**config.mk**
```make
export PLATFORM = sky130hd
export DESIGN_NAME = mul_iter
export DESIGN_NICKNAME = d
export VERILOG_FILES = /design/src/rtl/tinyriscv_pkg.sv /design/src/rtl/mul_iter.sv
export SDC_FILE = /design/constraint.sdc
export NUM_CORES = 1
export LEC_CHECK = 0
export ABC_CLOCK_PERIOD_IN_PS = 6400
export BUFFER_PORTS_ARGS = -buffer_cell sky130_fd_sc_hd__buf_2
export CAP_MARGIN = 20
export CORE_ASPECT_RATIO = 0.7
export CORE_MARGIN = 2
export CORE_UTILIZATION = 55
export CTS_CLUSTER_DIAMETER = 120
export DETAILED_ROUTE_END_ITERATION = 8
export MAX_ROUTING_LAYER = met4
export PLACE_DENSITY = 0.75
export SYNTH_ARGS = -nofsm -noshare
export SYNTH_HDL_FRONTEND = slang
export SYNTH_SLANG_ARGS = --single-unit
```
**constraint.sdc**
```tcl
create_clock -name clk_i -period 6.4 [get_ports clk_i]
set_clock_uncertainty 0.1 [all_clocks]
set_input_delay 0 -clock clk_i [delete_from_list [all_inputs] [get_ports clk_i]]
set_output_delay 0 -clock clk_i [all_outputs]
set_load 0.01 [all_outputs]
```
**src/rtl/tinyriscv_pkg.sv**
```systemverilog
// Shared core definitions: M-extension funct3 codes and the multiplier FSM state type.
package tinyriscv_pkg;

    localparam logic [2:0] INST_MUL    = 3'b000;
    localparam logic [2:0] INST_MULH   = 3'b001;
    localparam logic [2:0] INST_MULHSU = 3'b010;
    localparam logic [2:0] INST_MULHU  = 3'b011;

    typedef enum logic [1:0] {
        MUL_IDLE = 2'd0,
        MUL_CALC = 2'd1,
        MUL_END  = 2'd2,
        MUL_ZERO = 2'd3
    } mul_state_t;

endpackage

```
**src/rtl/mul_iter.sv**
```systemverilog
// Iterative radix-2 shift-add multiplier for MUL/MULH/MULHSU/MULHU.
// Multiplies magnitudes, then negates the full double-width product when needed.
module mul_iter
    import tinyriscv_pkg::*;
#(
    parameter int WIDTH = 32
) (
    input  logic             clk_i,
    input  logic             rst_i,
    input  logic             valid_i,
    input  logic [WIDTH-1:0] multiplicand_i,
    input  logic [WIDTH-1:0] multiplier_i,
    input  logic [2:0]       op_i,
    output logic [WIDTH-1:0] result_o,
    output logic             ready_o
);

    localparam int CNT_W = $clog2(WIDTH);

    mul_state_t         r_state;
    mul_state_t         w_state_nxt;
    logic [CNT_W-1:0]   r_cnt;
    logic [2*WIDTH-1:0] r_acc;
    logic [WIDTH-1:0]   r_mcand;
    logic [WIDTH-1:0]   r_mlr;
    logic               r_neg;
    logic [2:0]         r_op;
    logic [WIDTH-1:0]   r_result;
    logic               r_ready;

    logic               w_mcand_sgn;
    logic               w_mlr_sgn;
    logic               w_zero;
    logic [WIDTH-1:0]   w_mcand_mag;
    logic [WIDTH-1:0]   w_mlr_mag;
    logic [WIDTH:0]     w_sum;
    logic [2*WIDTH-1:0] w_prod;
    logic [WIDTH-1:0]   w_res_sel;

    assign w_mcand_sgn = ((op_i == INST_MULH) || (op_i == INST_MULHSU)) && multiplicand_i[WIDTH-1];
    assign w_mlr_sgn   = (op_i == INST_MULH) && multiplier_i[WIDTH-1];
    assign w_mcand_mag = w_mcand_sgn ? (~multiplicand_i + 1'b1) : multiplicand_i;
    assign w_mlr_mag   = w_mlr_sgn ? (~multiplier_i + 1'b1) : multiplier_i;
    assign w_zero      = (multiplicand_i == '0) || (multiplier_i == '0);

    // W+1-bit add into the upper half; the carry is shifted back in below.
    assign w_sum  = {1'b0, r_acc[2*WIDTH-1:WIDTH]} + {1'b0, (r_mlr[0] ? r_mcand : '0)};
    assign w_prod = r_neg ? (~r_acc + 1'b1) : r_acc;

    always_ff @(posedge clk_i or posedge rst_i) begin
        if (rst_i) r_state <= MUL_IDLE;
        else       r_state <= w_state_nxt;
    end

    always_comb begin
        w_state_nxt = r_state;
        if (!valid_i) begin
            w_state_nxt = MUL_IDLE;
        end else begin
            unique case (r_state)
                MUL_IDLE: w_state_nxt = w_zero ? MUL_ZERO : MUL_CALC;
                MUL_CALC: w_state_nxt = (r_cnt == '0) ? MUL_END : MUL_CALC;
                MUL_END:  w_state_nxt = MUL_IDLE;
                MUL_ZERO: w_state_nxt = MUL_IDLE;
                default:  w_state_nxt = MUL_IDLE;
            endcase
        end
    end

    always_comb begin
        w_res_sel = '0;
        case (r_op)
            INST_MUL:                            w_res_sel = w_prod[WIDTH-1:0];
            INST_MULH, INST_MULHSU, INST_MULHU:  w_res_sel = w_prod[2*WIDTH-1:WIDTH];
            default:                             w_res_sel = '0;
        endcase
    end

    // Dropping valid_i aborts and clears everything except the last result.
    always_ff @(posedge clk_i or posedge rst_i) begin
        if (rst_i) begin
            r_cnt    <= '0;
            r_acc    <= '0;
            r_mcand  <= '0;
            r_mlr    <= '0;
            r_neg    <= 1'b0;
            r_op     <= '0;
            r_result <= '0;
            r_ready  <= 1'b0;
        end else if (!valid_i) begin
            r_cnt    <= '0;
            r_acc    <= '0;
            r_mcand  <= '0;
            r_mlr    <= '0;
            r_neg    <= 1'b0;
            r_op     <= '0;
            r_ready  <= 1'b0;
        end else begin
            unique case (r_state)
                MUL_IDLE: begin
                    r_op    <= op_i;
                    r_mcand <= w_mcand_mag;
                    r_mlr   <= w_mlr_mag;
                    r_neg   <= w_mcand_sgn ^ w_mlr_sgn;
                    r_acc   <= '0;
                    r_cnt   <= CNT_W'(WIDTH - 1);
                    r_ready <= 1'b0;
                end
                MUL_CALC: begin
                    r_acc <= {w_sum, r_acc[WIDTH-1:1]};
                    r_mlr <= r_mlr >> 1;
                    r_cnt <= r_cnt - 1'b1;
                end
                MUL_END: begin
                    r_result <= w_res_sel;
                    r_ready  <= 1'b1;
                end
                MUL_ZERO: begin
                    r_result <= '0;
                    r_ready  <= 1'b1;
                end
                default: r_ready <= 1'b0;
            endcase
        end
    end

    assign result_o = r_result;
    assign ready_o  = r_ready;

endmodule
```
==> results.py <==
metrics = {
    "critical_path": {
        "cpPeakStageDelay_ns": 0.81,
        "critPathLaunchType": "flip-flop",
        "worstPathCellList": "and2_1 -> ha_1 -> and2_1 -> a221oi_1 -> nand2_1 -> a221oi_1 -> a21oi_1 -> a311oi_1 -> xor2_1 -> o21ai_0",
        "worst_setup_path_end_kind": "flip-flop",
        "worst-path-max-fanout": 33,
        "cpMaxStageDelayCell": "a221oi_1",
        "path_class": "reg -> reg",
        "critPathRequiredTime_ns": 6.62,
        "arrival_ns": 4.09,
    },
    "yosys": {
        "yosysUniqueCellTypes": 65,
        "avgSynthCellArea_sq_um": 8.55,
        "yosys_warnings": 0,
        "ys_seq_area_frac": 0.378,
        "synth-seq-cells": 172,
        "synthCells": 1332,
        "ys.flop_type": "dfrtp_1",
        "syn_area_sq_um": 11400,
        "syn-num-nets": 1439,
        "synth_edf_count": 0,
        "ys_async_sr_fraction": 1.00,
    },
    "power": {
        "p_leak_nw": 6.29,
        "combPwrFrac": 0.171,
        "clock_power_share": 0.386,
        "seqPwrFrac": 0.443,
        "powerDensity_nw_per_um2": 202,
        "p_switching_mw": 0.792,
        "max-vdd-ir-drop_v": 0.000176,
        "p_int_mw": 1.93,
        "p_sw_frac": 0.291,
    },
    "timing": {
        "finalSetupViolCount": 0,
        "fmax_ghz": 0.258,
        "hold_ws_ns": 0.0222,
        "setup_tns_ns": 0,
        "slew_violations": 0,
        "tightest_slew_ns": 1.19,
        "slew_headroom": 0.199,
        "finalCriticalPeriod_ns": 3.87,
        "period_share": 0.605,
        "hold_violations": 0,
        "rsz0062_at_grt": "false",
    },
    "final_layout": {
        "final_common_cell": "nand2_1",
        "drive_gt1_frac": 0.113,
        "layout_common_cells": "174 x nand2_1, 171 x dfrtp_1, 168 x o21ai_0",
        "finalInstanceArea_sq_um": 13500,
        "nets": 1578,
        "multi_input_area_sq_um": 6710,
        "fillers": 1572,
        "syn_to_final_growth_pct": 18.3,
        "seq_area_sq_um": 4310,
    },
    "placed_design": {
        "dp.final_hpwl_um": 22200,
        "port_buffers": 102,
        "place_area_sq_um": 12100,
        "gp_congestion": 0.933,
    },
    "drt": {
        "drtPass1Iterations": 8,
        "drt_iter0_markers": 1120,
        "ant_nets": 0,
        "vias": 10700,
        "vias_per_cell": 6.12,
        "drc": 0,
        "routed_wl_um": 32800,
        "routedWlPerCell_um": 18.7,
    },
    "clock_network": {
        "cts_tree": "built",
        "clk_latency_ns": 0.45,
        "cts_setup_buffers": 0,
        "root_buffer": "clkbuf_16",
        "cts_sinks": 172,
        "htree_levels": 4,
        "cts_buffer_depth": 2,
        "cts_buffers": 17,
        "cts.reportedPaths.clkPinSlew_ns": 0.07,
    },
    "floorplanning": {
        "num_rows": 43,
        "num_io_pins": 103,
        "initial_utilization": 0.567,
        "core_area_sq_um": 20100,
        "die_h_um": 124,
        "die-area_sq_um": 21900,
        "dieWidth_um": 176,
    },
    "grt": {
        "grt_max_degree": 112,
        "antenna_found_initial": 1,
        "grt_pass1_vias": 9983,
        "grt_pass1_wl_um": 52800,
        "grt_overflow": 0,
        "grt_util_all_layers": 0.312,
    },
    "run": {
        "cap_viol_max_count": 0,
    },
    "status": {
        "outcome": "completed",
    },
    "hold_path": {
        "hp-class": "in -> reg",
    },
}
==> logic make-up (layout without fill, tap and decap cells) <==
family	Yosys count	after routing	share of synthesized area
and+or+nand+nor	438	438	0.185
AOI/OAI and AO/OA	424	424	0.237
DFF	172	172	0.378
xor gates and xnor gates	140	140	0.108
buffers and inverters	102	254	0.0336
adders and majority gates	37	37	0.0413
muxes	19	19	0.0167
other	0	1	0
==> flip-flops by register name, indices dropped and copies added, names as in the netlist, 2 cells and up <==
| register | flops |
|---|---|
| r_acc | 64 |
| r_mcand | 32 |
| r_mlr | 32 |
| result_o | 32 |
| r_cnt | 5 |
| r_op | 3 |
| r_state | 2 |
==> power by group through the flow <==
stage               Combinational, mW  Clock (mW)  Sequential, mW
global route                    0.515        1.10            1.21
floorplan                       0.286           0            1.21
CTS                             0.454        1.06            1.20
detailed placement              0.412           0            1.22
finish                          0.465        1.05            1.21
global placement                0.403           0            1.22
==> final cells by class <==
cell class	count	share of cell area
flip-flops and latches	172	0.320
well taps	270	0.0251
clock inverters	12	0.00901
repair buffers	194	0.106
clock buffers	20	0.0339
diodes	1	0.000186
inverters	28	0.00818
multi-input cells	1058	0.498
==> worst max-delay path: cells and delay by family, from the launching register on <==
kind | cells | cell delay (ns)
and+or+nand+nor | 3 | 0.59
AOI/OAI and AO/OA | 5 | 1.85
DFF | 1 | 0.78
adders and majority gates | 1 | 0.26
xor gates and xnor gates | 1 | 0.17
==> path summary, 6_finish.rpt <==
kind / depth (start not counted) / slack [ns] / to / from
worst max-delay path: 10 / 2.53 / r_acc[56] / r_mlr[0]
max in group asynchronous: 4 / 4.97 / r_state[0] / rst_i
worst min register to register: 2 / 0.38 / ready_o / ready_o
min in group asynchronous: 3 / 0.03 / r_acc[6] / rst_i
worst min-delay path: 6 / 0.02 / r_mlr[14] / multiplier_i[14]
worst max register to register: 10 / 2.53 / r_acc[56] / r_mlr[0]
==> metal layers <==
metal	vias up	wire length, um	track usage	share of wire
li1	5067	-	-	-
met1	5120	15300	0.439	0.47
met2	487	14000	0.450	0.43
met3	60	2770	0.0803	0.084
met4	0	641	0.0826	0.020
met5	-	0	-	0
==> synth_stat cells (3+ instances only) <==
master    count  area, sq um
a22oi_1      24          180
nand2_1     174          653
o221ai_1      5         43.8
nor4_1       10         62.6
a211oi_1      5         37.5
xor2_1       77          674
o211ai_1      8         60.1
nand4_1       5         31.3
a22o_1       39          342
nor3_1       32          160
inv_1        28          105
xnor2_1      63          552
nor2b_1       4         25.0
o21a_1        3         22.5
and3_1        9         56.3
or4_1        10         75.1
or2_2         5         31.3
nand3_1      17         85.1
a32o_1        4         40.0
and2_1       37          231
a31oi_1       5         31.3
a21o_1       18          135
mux2i_1      19          190
o41ai_1      11         96.3
a21oi_1      72          360
ha_1         36          450
or3_1        25          156
nor2_1       80          300
o21ai_0     169          846
nand3b_1      3         22.5
o21bai_1      6         45.0
a221oi_1      4         35.0
a21boi_0      4         30.0
a311oi_1      5         43.8
o31ai_1      23          173
dfrtp_1     172         4300
clkbuf_1     72          270
nand2b_1     14         87.6
o22ai_1       4         25.0
==> metrics by stage <==
stage / setup slack, ns / cells / total power [mW] / util
finish: 2.53 / 1755 / 2.72 / 0.671
global route: 2.16 / 1755 / 2.83 / 0.671
CTS: 2.62 / 1753 / 2.71 / 0.670
detailed placement: 2.63 / 1643 / 1.64 / 0.602
global placement: 2.69 / 1642 / 1.62 / 0.601
floorplan: 1.64 / 1332 / 1.49 / -
==> timing repair <==
item | 4_1_cts | 5_1_grt
gates resized for setup | 0 | 0
endpoints found under the hold margin | 180 | 0
hold buffers | 78 | 0
No activity file was read; power rests on OpenSTA's default activity.
